==> src/rtl/i2c_reg_ctrl.sv <==
// Register-access sequencer in front of i2c_master. It turns one register read
// or write command into the master's byte-level en/din/stop handshake, checks
// the ACK after every written byte and enforces the bus-idle guard after STOP.
module i2c_reg_ctrl #(
  parameter int unsigned STOP_WAIT = 1100,
  parameter int unsigned TIMEOUT   = 16384
) (
  input  logic       clk,
  input  logic       rst,
  // command side
  input  logic       cmd_valid,
  output logic       cmd_ready,
  input  logic       cmd_rw,
  input  logic [6:0] cmd_dev,
  input  logic [7:0] cmd_reg,
  input  logic [7:0] cmd_wdata,
  // response side
  output logic       rsp_valid,
  output logic [1:0] rsp_err,
  output logic [7:0] rsp_rdata,
  // i2c_master control
  output logic       m_en,
  output logic       m_stop,
  output logic [7:0] m_din,
  input  logic       m_busy,
  input  logic       m_ack,
  input  logic       m_valid,
  input  logic [7:0] m_dout
);

  localparam int unsigned CNT_W = $clog2(TIMEOUT + 1);

  localparam logic [1:0] ERR_OK   = 2'b00;
  localparam logic [1:0] ERR_NACK = 2'b01;
  localparam logic [1:0] ERR_TOUT = 2'b10;

  typedef enum logic [3:0] {
    IDLE, START, WAIT_HI, WAIT_LO, ADDR_W, REG, WDATA, STOP,
    GUARD, RSTART, ADDR_R, RD_STOP, WAIT_VALID, WAIT_IDLE, RESP
  } state_t;

  state_t             state, state_nxt;
  state_t             ret, ret_nxt;
  logic [CNT_W-1:0]   cnt, cnt_nxt;
  logic               nack, nack_nxt;
  logic               rw_q, rw_nxt;
  logic [6:0]         dev_q, dev_nxt;
  logic [7:0]         reg_q, reg_nxt;
  logic [7:0]         wdata_q, wdata_nxt;

  logic               cmd_ready_nxt;
  logic               rsp_valid_nxt;
  logic [1:0]         rsp_err_nxt;
  logic [7:0]         rsp_rdata_nxt;
  logic               m_en_nxt;
  logic               m_stop_nxt;
  logic [7:0]         m_din_nxt;

  logic               tout;
  logic               guard_done;
  logic               ack_chk;

  assign tout       = (cnt == CNT_W'(TIMEOUT - 1));
  assign guard_done = (cnt == CNT_W'(STOP_WAIT - 1));
  // The byte after a START is the address cycle's START itself; only real bytes carry an ACK.
  assign ack_chk    = (ret != ADDR_W) && (ret != ADDR_R);

  // State, latched command and registered outputs.
  always_ff @(posedge clk or posedge rst) begin
    if (rst) begin
      state     <= IDLE;
      ret       <= IDLE;
      cnt       <= '0;
      nack      <= 1'b0;
      rw_q      <= 1'b0;
      dev_q     <= '0;
      reg_q     <= '0;
      wdata_q   <= '0;
      cmd_ready <= 1'b1;
      rsp_valid <= 1'b0;
      rsp_err   <= ERR_OK;
      rsp_rdata <= '0;
      m_en      <= 1'b0;
      m_stop    <= 1'b0;
      m_din     <= '0;
    end else begin
      state     <= state_nxt;
      ret       <= ret_nxt;
      cnt       <= cnt_nxt;
      nack      <= nack_nxt;
      rw_q      <= rw_nxt;
      dev_q     <= dev_nxt;
      reg_q     <= reg_nxt;
      wdata_q   <= wdata_nxt;
      cmd_ready <= cmd_ready_nxt;
      rsp_valid <= rsp_valid_nxt;
      rsp_err   <= rsp_err_nxt;
      rsp_rdata <= rsp_rdata_nxt;
      m_en      <= m_en_nxt;
      m_stop    <= m_stop_nxt;
      m_din     <= m_din_nxt;
    end
  end

  // Next-state sequencing; outputs are derived from the state being entered.
  always_comb begin
    state_nxt     = state;
    ret_nxt       = ret;
    nack_nxt      = nack;
    rw_nxt        = rw_q;
    dev_nxt       = dev_q;
    reg_nxt       = reg_q;
    wdata_nxt     = wdata_q;
    rsp_err_nxt   = rsp_err;
    rsp_rdata_nxt = rsp_rdata;
    m_din_nxt     = m_din;

    case (state)
      IDLE: begin
        if (cmd_valid) begin
          rw_nxt    = cmd_rw;
          dev_nxt   = cmd_dev;
          reg_nxt   = cmd_reg;
          wdata_nxt = cmd_wdata;
          nack_nxt  = 1'b0;
          state_nxt = START;
        end
      end
      START: begin
        ret_nxt   = ADDR_W;
        state_nxt = WAIT_HI;
      end
      RSTART: begin
        ret_nxt   = ADDR_R;
        state_nxt = WAIT_HI;
      end
      ADDR_W: begin
        ret_nxt   = REG;
        state_nxt = WAIT_HI;
      end
      REG: begin
        ret_nxt   = rw_q ? STOP : WDATA;
        state_nxt = WAIT_HI;
      end
      WDATA: begin
        ret_nxt   = STOP;
        state_nxt = WAIT_HI;
      end
      ADDR_R: begin
        ret_nxt   = RD_STOP;
        state_nxt = WAIT_HI;
      end
      WAIT_HI: begin
        if (m_busy) begin
          state_nxt = WAIT_LO;
        end else if (tout) begin
          rsp_err_nxt = ERR_TOUT;
          state_nxt   = RESP;
        end
      end
      WAIT_LO: begin
        if (!m_busy) begin
          if (ack_chk && m_ack) begin
            nack_nxt  = 1'b1;
            state_nxt = STOP;
          end else begin
            state_nxt = ret;
          end
        end else if (tout) begin
          rsp_err_nxt = ERR_TOUT;
          state_nxt   = RESP;
        end
      end
      STOP: begin
        state_nxt = GUARD;
      end
      GUARD: begin
        if (guard_done) begin
          if (nack) begin
            rsp_err_nxt = ERR_NACK;
            state_nxt   = RESP;
          end else if (rw_q) begin
            state_nxt = RSTART;
          end else begin
            rsp_err_nxt = ERR_OK;
            state_nxt   = RESP;
          end
        end
      end
      RD_STOP: begin
        state_nxt = WAIT_VALID;
      end
      WAIT_VALID: begin
        if (m_valid) begin
          rsp_rdata_nxt = m_dout;
          state_nxt     = WAIT_IDLE;
        end else if (tout) begin
          rsp_err_nxt = ERR_TOUT;
          state_nxt   = RESP;
        end
      end
      WAIT_IDLE: begin
        if (!m_busy) begin
          rsp_err_nxt = ERR_OK;
          state_nxt   = RESP;
        end else if (tout) begin
          rsp_err_nxt = ERR_TOUT;
          state_nxt   = RESP;
        end
      end
      RESP: begin
        state_nxt = IDLE;
      end
      default: begin
        state_nxt = IDLE;
      end
    endcase

    case (state_nxt)
      ADDR_W:  m_din_nxt = {dev_q, 1'b0};
      REG:     m_din_nxt = reg_q;
      WDATA:   m_din_nxt = wdata_q;
      ADDR_R:  m_din_nxt = {dev_q, 1'b1};
      default: m_din_nxt = m_din;
    endcase

    m_en_nxt      = (state_nxt == START) || (state_nxt == RSTART) ||
                    (state_nxt == ADDR_W) || (state_nxt == REG) ||
                    (state_nxt == WDATA) || (state_nxt == ADDR_R);
    m_stop_nxt    = (state_nxt == STOP) || (state_nxt == RD_STOP);
    rsp_valid_nxt = (state_nxt == RESP);
    cmd_ready_nxt = (state_nxt == IDLE);

    // Shared guard/timeout counter restarts whenever the state changes.
    if ((state_nxt != state) || (state == IDLE)) begin
      cnt_nxt = '0;
    end else begin
      cnt_nxt = cnt + CNT_W'(1);
    end
  end

endmodule

==> config.mk <==
export PLATFORM = sky130hd
export DESIGN_NAME = i2c_reg_ctrl
export DESIGN_NICKNAME = d
export VERILOG_FILES = /design/src/rtl/i2c_reg_ctrl.sv
export SDC_FILE = /design/constraint.sdc
export NUM_CORES = 1
export LEC_CHECK = 0
export CAP_MARGIN = 20
export CORE_MARGIN = 2
export CORE_UTILIZATION = 35
export CTS_CLUSTER_DIAMETER = 30
export DETAILED_ROUTE_END_ITERATION = 12
export GPL_ROUTABILITY_DRIVEN = 0
export PLACE_DENSITY = 0.53
export SYNTH_ARGS = -nofsm -noshare
export SYNTH_HDL_FRONTEND = slang
export SYNTH_SLANG_ARGS = --single-unit
==> constraint.sdc <==
create_clock -name clk -period 3.3 [get_ports clk]
set_input_delay 0.66 -clock clk [delete_from_list [all_inputs] [get_ports clk]]
set_output_delay 0.66 -clock clk [all_outputs]
set_load 0.02 [all_outputs]
### After elaboration in Yosys (flattened, before gate mapping)

Cells that the tools add are included.
Widths: inputs -> output; s select.

* bits in registers: 70
* input bits: 38
* output and inout bits: 22
* logic and storage cells: 99

* $add $sub $neg: 1
* equality and inequality tests: 35
* mux-type cells: 28
* reductions and logical operators: 20

Operators with widths (number)
* $eq 4x4->1 const B: 10
* $pmux 4 s9: 1
* $eq 4x3->1 const B: 8
* $mux 4: 8
* $pmux 8 s4: 1
* $pmux 4 s6: 1
* $mux 2: 8
* $add 15x1->15 const B: 1
* $eq 15x11->1 const B: 1
* $eq 15x14->1 const B: 1
* $mux 15: 1
* $ne 2x2->1 const B: 7
* $pmux 2 s5: 1
* $eq 4x1->1 const B: 2
* $eq 4x2->1 const B: 2
* $logic_not 4->1: 2
* $logic_or 1x1->1: 7
* $mux 3: 2
* $reduce_and 6->1: 1
* $reduce_bool 6->1: 1
* $reduce_or 6->1: 1
* $reduce_bool 5->1: 1
* $mux 1: 4
* $ne 4x3->1 const B: 1
* 9 further kinds: 11

### Logic depth before layout (Yosys ltp)

Gate-level depths: netlist of the first run.

* word-level depth: 12
* mapped depth: 11
* mapped depth without buffers: 9

### Worst setup path after synthesis of the first run

OpenSTA, ideal clock, no wires.

* path type: register to register
* from: register cnt[0]
* to: register cnt[10]
* library setup time: 0.121 ns
* arrival time: 2.296 ns
* required time: 3.179 ns
* setup slack: 0.882 ns
* stages on the path, launching flop included: 12
* path buffers: 2
* clock period less this slack: 2.418 ns
* cell sequence: dfrtp_1 ha_1 nand3_2 nor4_4 o211ai_1 and4_1 buf_2 clkinv_2 a211oi_1 o221ai_2 buf_2 nor2_1

* word-level cells in the longest chain between the ends: 7
* elaborated cells on any way between the ends: 13
* classes of those cells: add/sub: 1; eq/ne: 3; mux: 8; reduce/logical: 1

Ends and longest elaborated chain
* start, declared: line 44 `logic [CNT_W-1:0] cnt, cnt_nxt;`
* start signal, assigned: line 89 `cnt <= cnt_nxt;`
* $eq 15x14->1: line 63 `assign tout = (cnt == CNT_W'(TIMEOUT - 1));`
* $mux 4
* $mux 4 (on tied branches)
* $pmux 4 s9 *: line 118 `case (state)`
* via state_nxt[2]: line 42 `state_t state, state_nxt;`
* $ne 4x4->1 *: line 235 `if ((state_nxt != state) || (state == IDLE)) begin`
* $logic_or 1x1->1 *: line 235
* $mux 15 *: line 235
* via cnt_nxt[10]: line 44

The timed path passes the listed nets; every way through them passes the cells marked *.
A chain may end at the register's enable or synchronous reset.

### Final worst setup path of the first run

* from: register cnt[0]
* to: register m_din[2]

* word-level cells in the longest chain between the ends: 6
* elaborated cells on any way between the ends: 15
* classes of those cells: eq/ne: 6; mux: 8; reduce/logical: 1

Ends and longest elaborated chain
* $eq 15x14->1: line 63
* $mux 4
* $mux 4 (on tied branches)
* $pmux 4 s9 *: line 118
* via state_nxt[0]: line 42
* $eq 4x4->1 or $eq 4x3->1 (tied branches): line 219 `case (state_nxt)`
* $pmux 8 s4 or $reduce_bool 4->1 (tied branches)
* end signal, assigned: line 101 `m_din <= m_din_nxt;`
* end, declared: line 24 `output logic [7:0] m_din,`

Marked as above.

==> metrics.md, run 1 <==
| Metric | Value |
|---|---|
| Netlist Area Pre-Place | `0.003558 mm²` |
| Cell depth of the worst hold path | `1` |
| Kind of end point of the critical path | `register` |
| Pre-CTS setup slack | `0.1853 ns` |
| Primary FF master, synth | `dfrtp_1` |
| Slowest stage cell, crit path | `nor4_4` |
| Flops & latches, synth | `70` |
| Largest family of logic cells by synthesized area | `simple AND/OR/NAND/NOR gates` |
| Mux contribution to synthesized area | `0.1072` |
| Vias | `2854` |
| Library cells used by synthesis | `61` |
| CTS root buf | `clkbuf_8` |
| TritonCTS clock tree | `built` |
| Final worst slack | `0.4087 ns` |
| Clock Latency Late Sink | `0.34 ns` |
| # setup viols final | `0` |
| Buffer count from post-CTS setup fixing | `0` |
| Core Footprint | `0.009819 mm²` |
| Synth Area in Simple Gates | `0.1909` |
| Wire length per cell | `between 15 and 20 µm` |
| Die H | `104.8 µm` |
| Post-CTS sizing | `0` |
| Antenna fix cells | `0` |
| Worst-path cell chain | `ha_1, nand3_2, nor4_4, o32ai_2, nor2_4, inv_2, a211oi_4, a31oi_2, o31ai_1` |
| DRC | `0` |
| Slew Viols, Final | `0` |
| Synthesized Nets | `roughly 380` |
| Most frequent cells in the layout | `dfrtp_1 (69), clkdlybuf4s50_1 (59), nor2_1 (39), mux2_2 (33), nand2_1 (21)` |
| Layout overhead on the synthesized area | `28.20%` |
| Commonest non-fill, non-tap cell in the layout | `dfrtp_1` |
| Unrepaired setup endpoints after global routing | `false` |
| Ys async rst share | `1.000` |
| Tmin final | `roughly 2.9 ns` |
| Detailed Place HPWL | `approximately 6.2 mm` |
| Post-synth EDFFs | `0` |
| Vias in the first global route | `~2900` |
| Worst path required time | `3.54 ns` |
| Clk_skew | `0.006766 ns` |
| Clk slew on worst S/H paths | `0.08 ns` |
| Sequential area share after synthesis | `0.4926` |
| Xor/xnor share of the synthesized area | `0.03200` |
| Initial antenna violation count | `0` |
| Yosys warns | `0` |
| F_max | `345.9 MHz` |
| Worst vdd ir | `roughly 0.40 mV` |
| R2R depth | `9` |
| Crit share post-route | `0.8762` |
| Routed Antenna Nets | `0` |
| Run status | `finished clean` |
| TritonCTS sink count | `70` |
| Num CTS Buffers | `9` |
| GRT Resource Usage Total | `0.1650` |
| First drt pass iteration count | `4` |
| Power per Cell Area | `between 800 and 900 mW/mm²` |
| CP Data Arrival Time | `3.13 ns` |
| Compound-cell area share of the yosys netlist | `0.1459` |
| Fraction of layout cells with a size suffix above 1 | `0.1889` |
| Max_slew headroom | `0.5729` |
| Leakage | `0.001854 µW` |
| CTS Hold Bufs | `0` |
| Port Buf Inserts | `59` |
| R2R setup slack | `0.41 ns` |
| Crit path kind | `reg -> reg` |
| Syn Area/Cell | `10.50 µm²` |
| TNS Setup | `0 ns` |
| FP Rows | `36` |
| Max_cap viols | `0` |
| Adder-Cell Fraction of Synth Area | `0.003516` |
| Crit Reg-Reg Endpoint | `m_din[2]$_DFFE_PP0P_` |
| CP Max Fanout | `9` |
| Hold Crit Endpoint | `cnt[0]$_DFF_PP0_` |
| Hold Crit Class | `reg -> reg` |
| Drt total wl | `8.634 mm` |
| H-tree depth | `3` |
| Starting density of the core | `0.3624` |
| Vias/cell | `~5.2` |
| Worst-case clock buffer depth | `2` |
| Die area | `0.01099 mm²` |
| Initial drt markers | `160` |
| Nets | `447` |
| DIE WIDTH | `104.8 µm` |
| Min-delay src | `cnt[0]$_DFF_PP0_` |
| Worst-Margin Slew | `0.6397 ns` |
| Final hold viol count | `0` |
| First-pass GRT wire length | `around 14 mm` |
| Worst R2R Start | `cnt[0]$_DFF_PP0_` |
| Max incr delay on CP | `0.56 ns` |
| Mapped Cells | `339` |
| Largest net degree at the start of global routing | `43` |
| Num ports | `60` |
| Total congestion overflow | `0` |
| Nature of the critical path startpoint | `register` |
report_power, final:
group          internal [µW]  switching, µW  leakage (µW)
sequential              1170            264      0.000889
combinational            803            919      0.000869
clock                    370            330     0.0000955
flip-flops by register name, indices dropped and copies added, names as in the netlist:
name       cells
cmd_ready      1
cnt           15
dev_q          7
m_din          8
m_en           1
m_stop         1
nack           1
reg_q          8
ret            4
rsp_err        2
rsp_rdata      8
rsp_valid      1
rw_q           1
state          4
wdata_q        8
cell families after synthesis:
family	count (synthesis)
XOR/XNOR	13
adder cells (fa/ha/maj)	1
multiplexers	34
flip-flops	70
AND/OR/NAND/NOR	125
AO/OA/AOI/OAI	72
buffers and inverters	24
per-layer routing:
layer | routed length [µm] | track usage | share of wire
met2 | 3923 | 0.2500 | 0.45
met5 | 0 | 0 | 0
met3 | 439 | 0.04866 | 0.051
met4 | 104 | 0.04952 | 0.012
met1 | 4167 | 0.2283 | 0.48
worst max-delay path, delay by kind of cell, from the launching register on:
family	cells	cell delay [ns]
fa+ha+maj	1	0.24
flops	1	0.40
buf+inv	1	0.10
compound gates	4	1.11
simple gates	3	0.93
worst max path at each step:
stage                                 from                    to  slack, ns  depth (start not counted)
after detailed placement            m_busy  m_din[7]$_DFFE_PP0P_       0.19                          9
after global routing      cnt[0]$_DFF_PP0_  m_din[7]$_DFFE_PP0P_       0.13                          9
after CTS                 cnt[0]$_DFF_PP0_  m_din[2]$_DFFE_PP0P_       0.40                          9
after floorplan                        rst      cnt[0]$_DFF_PP0_       0.87                          1
final                     cnt[0]$_DFF_PP0_  m_din[2]$_DFFE_PP0P_       0.41                          9
after global placement              m_busy  m_din[6]$_DFFE_PP0P_       0.29                          9
final cells by class:
cell class | instances | area (µm²)
fill | 979 | 5258
sequential | 70 | 1753
multi-input combinational | 245 | 1707
timing repair buffer | 71 | 693.2
tap | 133 | 166.4
clock buffer | 11 | 141.4
clock inverter | 5 | 58.81
inverter | 11 | 42.54
through the flow:
stage	utilization	instance area, µm²	power, µW	hold slack [ns]	cells
final	0.4646	4562	3857	0.4978	546
after global routing	0.4646	4562	4142	0.5196	546
after CTS	0.4646	4562	3894	0.5020	546
after detailed placement	0.4442	4362	3176	0.4904	530
after global placement	0.4442	4362	3159	0.4824	530
after floorplan	-	3558	2557	0.4547	339
synthesized netlist by cell type, types with 6 or more instances:
cell type,count,share of area
a21oi_1,16,0.023
buf_2,6,0.0084
clkbuf_1,6,0.0063
dfrtp_1,69,0.49
inv_1,7,0.0074
mux2_2,33,0.10
nand2_1,21,0.022
nand3_1,12,0.017
nand4_1,7,0.012
nor2_1,39,0.041
nor2b_1,7,0.012
nor3_1,7,0.0098
o21ai_0,7,0.0098
o22ai_1,8,0.014
o31ai_1,7,0.015
xnor2_1,8,0.020
No activity file was read; power rests on OpenSTA's default activity.
==> run 2: changes to the inputs <==
--- a/config.mk
+++ b/config.mk
@@ -5,12 +5,12 @@
 export SDC_FILE = /design/constraint.sdc
 export NUM_CORES = 1
 export LEC_CHECK = 0
-export CAP_MARGIN = 20
 export CORE_MARGIN = 2
 export CORE_UTILIZATION = 35
 export CTS_CLUSTER_DIAMETER = 30
 export DETAILED_ROUTE_END_ITERATION = 12
 export GPL_ROUTABILITY_DRIVEN = 0
+export GPL_TIMING_DRIVEN = 0
 export PLACE_DENSITY = 0.53
 export SYNTH_ARGS = -nofsm -noshare
 export SYNTH_HDL_FRONTEND = slang
==> metrics.md, run 2 (synthesized netlist as in run 1, its figures left out) <==
| Metric | Value |
|---|---|
| Nature of the critical path startpoint | `input port (was register)` |
| Kind of end point of the critical path | `register (unchanged)` |
| Wire length on met2 | `4.016 mm (was 3.923 mm)` |
| TritonCTS sink count | `70 (unchanged)` |
| CP Data Arrival Time | `3.31 ns (was 3.13 ns)` |
| CTS root buf | `clkbuf_8 (unchanged)` |
| GRT Resource Usage Total | `0.1693 (was 0.1650)` |
| Vias/cell | `5.269 (was 5.227)` |
| Initial drt markers | `153 (was 160)` |
| Largest net degree at the start of global routing | `71 (was 43)` |
| Worst-Margin Slew | `0.8802 ns (was 0.6397 ns)` |
| Worst vdd ir | `0.3363 mV (was 0.4000 mV)` |
| Buffer count from post-CTS setup fixing | `0 (unchanged)` |
| Max_cap viols | `0 (unchanged)` |
| Comb power frac | `0.447 (was 0.446)` |
| Die area | `0.01099 mm² (unchanged)` |
| Total congestion overflow | `0 (unchanged)` |
| Tmin final | `3.033 ns (was 2.891 ns)` |
| Initial antenna violation count | `0 (unchanged)` |
| Reg with most FFs | `cnt (unchanged)` |
| Worst-case clock buffer depth | `2 (unchanged)` |
| Vias | `2882 (was 2854)` |
| Clk slew on worst S/H paths | `0.07 ns (was 0.08 ns)` |
| Clock Latency Late Sink | `0.35 ns (was 0.34 ns)` |
| Detailed Place HPWL | `6.268 mm (was 6.243 mm)` |
| Critical path buffers and inverters | `5 (was 1)` |
| Core Util, Final | `0.4630 (was 0.4646)` |
| Max_slew headroom | `0.4132 (was 0.5729)` |
| Wl on met1 | `4.102 mm (was 4.167 mm)` |
| First-pass GRT wire length | `14.91 mm (was 14.47 mm)` |
| Slowest stage cell, crit path | `clkdlybuf4s50_1 (was nor4_4)` |
| Routed Antenna Nets | `0 (unchanged)` |
| Delay-heaviest family, CP | `buffers and inverters (was compound AO/OA/AOI/OAI gates)` |
| Worst path required time | `3.58 ns (was 3.54 ns)` |
| Starting density of the core | `0.3624 (unchanged)` |
| # setup viols final | `0 (unchanged)` |
| Die H | `104.8 µm (unchanged)` |
| H-tree depth | `3 (unchanged)` |
| Run status | `finished clean (unchanged)` |
| Most frequent cells in the layout | `dfrtp_1 (69), clkdlybuf4s50_1 (59), nor2_1 (39), mux2_2 (33), nand2_1 (21) (unchanged)` |
| Power per Cell Area | `862.5 mW/mm² (was 845.5 mW/mm²)` |
| Max FFs per register | `15 (unchanged)` |
| Core Footprint | `0.009819 mm² (unchanged)` |
| CTS Hold Bufs | `0 (unchanged)` |
| Antenna fix cells | `0 (unchanged)` |
| Num CTS Buffers | `9 (unchanged)` |
| Post-CTS sizing | `0 (unchanged)` |
| Cell depth of the worst hold path | `1 (unchanged)` |
| Slew Viols, Final | `0 (unchanged)` |
| Share of total power in the clock network | `0.204 (was 0.182)` |
| First drt pass iteration count | `4 (unchanged)` |
| Leakage | `0.001844 µW (was 0.001854 µW)` |
| Sequential share of power | `0.349 (was 0.372)` |
| Critical path depth | `11 (was 9)` |
| Met3 wire len | `507 µm (was 439 µm)` |
| Hold Crit Class | `reg -> reg (unchanged)` |
| Drt total wl | `8.771 mm (was 8.634 mm)` |
| R2R depth | `9 (unchanged)` |
| Psw | `1544 µW (was 1513 µW)` |
| Num ports | `60 (unchanged)` |
| Wire length per cell | `16.03 µm (was 15.81 µm)` |
| DRC | `0 (unchanged)` |
| Total Power | `3922 µW (was 3857 µW)` |
| Uppermost layer routed | `met4 (unchanged)` |
| Port Buf Inserts | `59 (unchanged)` |
| F_max | `329.7 MHz (was 345.9 MHz)` |
| Vias in the first global route | `2963 (was 2856)` |
| Most used cell, CP | `buf_2` |
| Nets | `448 (was 447)` |
| Max incr delay on CP | `0.56 ns (about the same)` |
| WHS | `0.4875 ns (was 0.4978 ns)` |
| Fraction of layout cells with a size suffix above 1 | `0.1763 (was 0.1889)` |
| DIE WIDTH | `104.8 µm (unchanged)` |
| Commonest non-fill, non-tap cell in the layout | `dfrtp_1 (unchanged)` |
| Net Sw Frac | `0.3937 (was 0.3923)` |
| Cell Int Power | `2378 µW (was 2344 µW)` |
| Crit share post-route | `0.9192 (was 0.8762)` |
| Unrepaired setup endpoints after global routing | `false (unchanged)` |
| Final hold viol count | `0 (unchanged)` |
| TritonCTS clock tree | `built (unchanged)` |
| CP Max Fanout | `10 (was 9)` |
| Layout overhead on the synthesized area | `27.78% (was 28.20%)` |
| Crit path kind | `in -> reg (was reg -> reg)` |
| Clk_skew | `0.01229 ns (was 0.006766 ns)` |
| FP Rows | `36 (unchanged)` |
| Worst-path cell chain | `clkdlybuf4s50_1, clkbuf_1, nor3_1, o211ai_1, and4_1, buf_2, clkinv_2, a211oi_1, o221ai_2, buf_2, nor2_1 (was ha_1, nand3_2, nor4_4, o32ai_2, nor2_4, inv_2, a211oi_4, a31oi_2, o31ai_1)` |
## run 2: path summary, 6_finish.rpt
| path | from | end | slack, ns |
|---|---|---|---|
| worst max-delay path | m_busy | cnt[11]$_DFF_PP0_ | 0.27 |
| worst min-delay path | cnt[0]$_DFF_PP0_ | cnt[0]$_DFF_PP0_ | 0.49 |
| worst max register to register | cnt[0]$_DFF_PP0_ | m_din[6]$_DFFE_PP0P_ | 0.36 |
| worst min register to register | cnt[0]$_DFF_PP0_ | cnt[0]$_DFF_PP0_ | 0.49 |
| max in group asynchronous | rst | m_en$_DFF_PP0_ | 1.88 |
| min in group asynchronous | rst | rsp_rdata[1]$_DFFE_PP0P_ | 0.85 |
## run 2: power by group through the flow
| stage | combinational (µW) | sequential [µW] | clock [µW] |
|---|---|---|---|
| detailed placement | 1750 | 1390 | 0 |
| global placement | 1740 | 1380 | 0 |
| floorplan | 1100 | 1460 | 0 |
| global route | 1930 | 1410 | 865 |
| finish | 1750 | 1370 | 801 |
| CTS | 1760 | 1370 | 834 |
## run 2: final cells by class
| cell class | count | area (µm²) |
|---|---|---|
| Inverter | 11 | 45.04 |
| Buffer | 13 | 56.30 |
| Sequential cell | 70 | 1753 |
| Clock inverter | 7 | 105.1 |
| Tap cell | 133 | 166.4 |
| Fill cell | 980 | 5273 |
| Multi-Input combinational cell | 245 | 1707 |
| Clock buffer | 9 | 123.9 |
| Timing Repair Buffer | 59 | 590.6 |
## run 2: per-layer routing
layer  vias to the layer above  GRT usage
met3                        12    0.05240
met5                         -          0
met2                        83     0.2528
li1                       1378          -
met1                      1409     0.2317
met4                         0    0.06000
## run 2: through the flow
stage	instances	instance area [µm²]	TNS, ns	setup WS [ns]
floorplan	339	3558	0	0.8734
global placement	531	4315	-30.98	-0.4288
detailed placement	531	4318	-0.9245	-0.07474
CTS	547	4547	0	0.2895
global route	547	4547	0	0.01881
finish	547	4547	0	0.2667
